## src/rtl/mul_stream.sv

```systemverilog
// Streaming pipelined multiplier with valid/ready handshake and sideband tag.
// Each stage carries a valid bit; empty stages refill even while downstream stalls.
module mul_stream #(
  parameter int LATENCY  = 4,
  parameter int A_BITS   = 32,
  parameter int B_BITS   = 32,
  parameter int TAG_BITS = 4
) (
  input  logic                     i_clk,
  input  logic                     i_rst,
  input  logic                     i_valid,
  output logic                     o_ready,
  input  logic [A_BITS-1:0]        i_a,
  input  logic [B_BITS-1:0]        i_b,
  input  logic                     i_signed,
  input  logic [TAG_BITS-1:0]      i_tag,
  output logic                     o_valid,
  input  logic                     i_ready,
  output logic [A_BITS+B_BITS-1:0] o_q,
  output logic [TAG_BITS-1:0]      o_tag,
  output logic                     o_busy
);

  localparam int W = A_BITS + B_BITS;

  logic [LATENCY-1:0]  v;
  logic [LATENCY-1:0]  adv;
  logic [W-1:0]        q   [LATENCY];
  logic [TAG_BITS-1:0] tag [LATENCY];

  logic [W-1:0] ext_a;
  logic [W-1:0] ext_b;
  logic [W-1:0] prod;

  assign ext_a = {{B_BITS{i_signed & i_a[A_BITS-1]}}, i_a};
  assign ext_b = {{A_BITS{i_signed & i_b[B_BITS-1]}}, i_b};
  assign prod  = ext_a * ext_b;

  // A stage may advance unless it and every stage ahead of it are full
  // while the consumer stalls; flattened to avoid a combinational chain.
  for (genvar k = 0; k < LATENCY; k++) begin : g_adv
    assign adv[k] = i_ready | ~(&v[LATENCY-1:k]);
  end

  always_ff @(posedge i_clk or posedge i_rst) begin
    if (i_rst) begin
      v <= '0;
      for (int k = 0; k < LATENCY; k++) begin
        q[k]   <= '0;
        tag[k] <= '0;
      end
    end else begin
      if (adv[0]) begin
        v[0] <= i_valid;
        if (i_valid) begin
          q[0]   <= prod;
          tag[0] <= i_tag;
        end
      end
      // Payload only moves with a valid entry, so outputs stay put otherwise.
      for (int k = 1; k < LATENCY; k++) begin
        if (adv[k]) begin
          v[k] <= v[k-1];
          if (v[k-1]) begin
            q[k]   <= q[k-1];
            tag[k] <= tag[k-1];
          end
        end
      end
    end
  end

  assign o_ready = adv[0] & ~i_rst;
  assign o_valid = v[LATENCY-1];
  assign o_q     = q[LATENCY-1];
  assign o_tag   = tag[LATENCY-1];
  assign o_busy  = |v;

endmodule

```

## config.mk

```make
export PLATFORM = sky130hd
export DESIGN_NAME = mul_stream
export DESIGN_NICKNAME = d
export VERILOG_FILES = /design/src/rtl/mul_stream.sv
export SDC_FILE = /design/constraint.sdc
export NUM_CORES = 2
export LEC_CHECK = 0
export CORE_UTILIZATION = 55
export DETAILED_ROUTE_END_ITERATION = 6
export PLACE_DENSITY = 0.83
export SYNTH_ARGS = -nofsm -noshare
export SYNTH_HDL_FRONTEND = slang
export SYNTH_SLANG_ARGS = --single-unit
```

## constraint.sdc

```tcl
create_clock -name i_clk -period 21.7 [get_ports i_clk]
set_clock_uncertainty 0.2 [all_clocks]
set_input_delay 6.51 -clock i_clk [delete_from_list [all_inputs] [get_ports i_clk]]
set_output_delay 6.51 -clock i_clk [all_outputs]
set_load 0.01 [all_outputs]
```

==> results.json <==
{
  "cts_buffer_depth": 3,
  "synth_ff_type": "dfrtp_1",
  "final_nets": 6222,
  "drc": 0,
  "crit_fanout": 50,
  "top_usage_layer": "met2",
  "areaGrowthSynthToFinish_pct": 5.153,
  "finalWirelength_um": 122700,
  "ys_types": 61,
  "htreeDepth": 1,
  "grt_pass1_wl_um": 197200,
  "synthesis.nets": 6321,
  "fp.dieH_um": 298.9,
  "grt_overflow": 0,
  "required_ns": 21.91,
  "die_x_um": 298.9,
  "synth.yosys.seq_area_share_pct": 14.25,
  "cts_made_buffers": 26,
  "dieArea_sq_um": 89340,
  "synth_seq_cells": 276,
  "outcome": "completed",
  "syn_inst": 4911,
  "async_flop_share_pct": 100.0,
  "end_kind": "flop",
  "tightest_slew_ns": 1.084,
  "maxSlewViolCount": 0,
  "tritoncts": "yes",
  "r2r_start": "v[3]",
  "io_buffers": 143,
  "antennaDiodeCount": 0,
  "cts_resized": 0,
  "antenna_found_initial": 3,
  "rsz0062_at_grt": "no",
  "ctsHoldBuffers": 0,
  "met2_usage_pct": 46.84,
  "vias_per_cell": 5.613,
  "initial_core_util_pct": 55.71,
  "synth_area_per_cell_sq_um": 9.873,
  "place_congestion": 0.9656,
  "num_rows": 108,
  "fmax_ghz": 0.06530,
  "rrSetupSlack_ns": 18.71,
  "fin_tns_setup_ns": 0,
  "worst_r2r_endpoint": "q[238]",
  "groute.usage.overall_pct": 28.23,
  "crit_end": "q[248]",
  "cts.root.buffer_cell": "clkbuf_16",
  "rr_worst_depth": 6,
  "finalCriticalPeriod_ns": 15.31,
  "synth_edf_count": 0,
  "drt_iter0_markers": 2677,
  "clk_latency_ns": 0.54,
  "syn_area_sq_um": 48480,
  "min_period_over_period_pct": 70.57,
  "drive_gt1_share_pct": 7.246,
  "filler_cell_count": 6969,
  "coreArea_sq_um": 87020,
  "max-slew-margin-rel_pct": 27.73,
  "maxCapViolations": 0,
  "boundaryPins": 144,
  "cp-start-kind": "primary input",
  "dr.pass1.iters": 6,
  "path_class": "in2reg",
  "crit_start": "i_a[31]",
  "finalSetupViolCount": 0,
  "hold_path.class": "reg2reg",
  "grt_util_met1_pct": 36.12,
  "ant_nets": 0,
  "grt_pass1_vias": 37130,
  "dp_hpwl_um": 92660,
  "wl_per_cell_um": 20.49,
  "arrival_ns": 15.52,
  "hold_viol": 0,
  "cts_sinks": 276,
  "yosys_warnings": 0,
  "grt_max_degree": 126,
  "post-cts-setup-buffers": 0,
  "vias": 33590,
  "grt_use_met3_pct": 5.453,
  "cts.clk_slew.worst_paths_ns": 0.06
}
## final cells by class
class	count	area, sq um	share of cell area, %
Multi-Input combinational cell	3214	35950	70.52
Inverter	1098	4129	8.099
Sequential cell	276	6907	13.55
Clock inverter	8	118.9	0.2331
Clock buffer	38	735.7	1.443
Tap cell	1155	1445	2.835
Timing Repair Buffer	196	1694	3.323
## per-stage QoR
step | area (sq um) | util [%] | std cells | setup slack (ns) | hold slack [ns]
6_report | 50980 | 58.58 | 5985 | 6.386 | 0.2703
5_1_grt | 50980 | 58.58 | 5985 | 6.050 | 0.2992
4_1_cts | 50980 | 58.58 | 5985 | 6.474 | 0.2745
3_5_place_dp | 50130 | 57.60 | 5939 | 5.929 | 0.2586
3_3_place_gp | 50130 | 57.60 | 5939 | 6.168 | 0.2547
2_1_floorplan | 48480 | - | 4911 | 2.133 | 0.2348
## state kept, by name (all words and copies together) (netlist names)
signal  cells
tag        12
o_q        64
o_tag       4
v           4
q         192
## cell usage after synthesis, types with 6 or more instances
library cell	instances	area share (%)
nand4_1	15	0.19
a21oi_1	69	0.71
inv_1	1098	8.5
nor3_1	8	0.083
dfrtp_1	276	14
nor2_1	57	0.44
o21a_1	11	0.17
buf_2	7	0.072
fa_1	1125	46
mux2_2	204	4.7
and2_1	362	4.7
ha_1	212	5.5
a31oi_1	11	0.14
nand2_1	826	6.4
and3_1	28	0.36
buf_1	20	0.15
a21o_1	31	0.48
nand3_1	12	0.12
o21ai_0	75	0.77
xnor2_1	50	0.90
xor2_1	23	0.42
o21bai_1	14	0.22
o21ai_1	7	0.072
clkbuf_1	223	1.7
or2_2	7	0.090
nand2b_1	6	0.077
buf_4	68	1.1
## layer usage
metal  vias up  part of all wire [%]
li1      14050                     -
met1     17190                    37
met2      1845                    48
met3       510                    10
met4         6                   5.4
met5         -                 0.024
## layout by cell type, fill, tap and decap left out, drive strengths merged, types with 7 or more instances in the layout
cell type      count
a21oi             71
inv             1101
nand4             15
and2             363
mux2             204
buf               80
dfrtp            276
nor3               8
xor2              23
o21bai            14
o21a              12
clkdlybuf4s50    116
a31oi             12
xnor2             50
nand3             12
ha               212
and3              28
a21o              31
o21ai             83
or2                7
fa              1125
nor2              57
nand2            826
clkbuf            38
## cell families (layout without fill, tap and decap cells)
group                      after synthesis  in the layout  share of synthesized area [%]
and+or+nand+nor                       1336           1336                          12.65
muxes                                  206            206                          4.779
DFF                                    276            276                          14.25
AOI/OAI and AO/OA                      262            262                          3.440
adders and majority gates             1337           1337                          51.92
xor gates and xnor gates                73             73                          1.319
buffers and inverters                 1421           1340                          11.64
## worst max-delay path, cell delays in order
cell	delay, ns
clkdlybuf4s50_1	0.45
buf_4	0.39
and2_1	0.54
nand2_1	0.18
inv_1	0.16
fa_1	0.49
fa_1	0.56
fa_1	0.60
inv_1	0.26
fa_1	1.08
inv_1	0.32
fa_1	0.52
fa_1	0.54
inv_1	0.05
fa_1	0.45
fa_1	0.49
inv_1	0.04
ha_1	0.36
a21oi_1	0.21
nor2_1	0.08
a211oi_1	0.41
o31ai_4	0.22
a211oi_1	0.33
xor2_1	0.18
o21ai_1	0.07
## worst min path at each step
stage               cells past startpoint  endpoint  startpoint  slack [ns]
floorplan                               2    q[192]      q[192]        0.23
global placement                        2    q[195]      q[195]        0.25
detailed placement                      2    q[196]      q[196]        0.26
CTS                                     2    q[196]      q[196]        0.27
global route                            2    q[230]      q[230]        0.30
finish                                  2    q[196]      q[196]        0.27
Power is not shown: default switching activity piles up to over one toggle a cycle in this logic, so the estimate is an artifact.
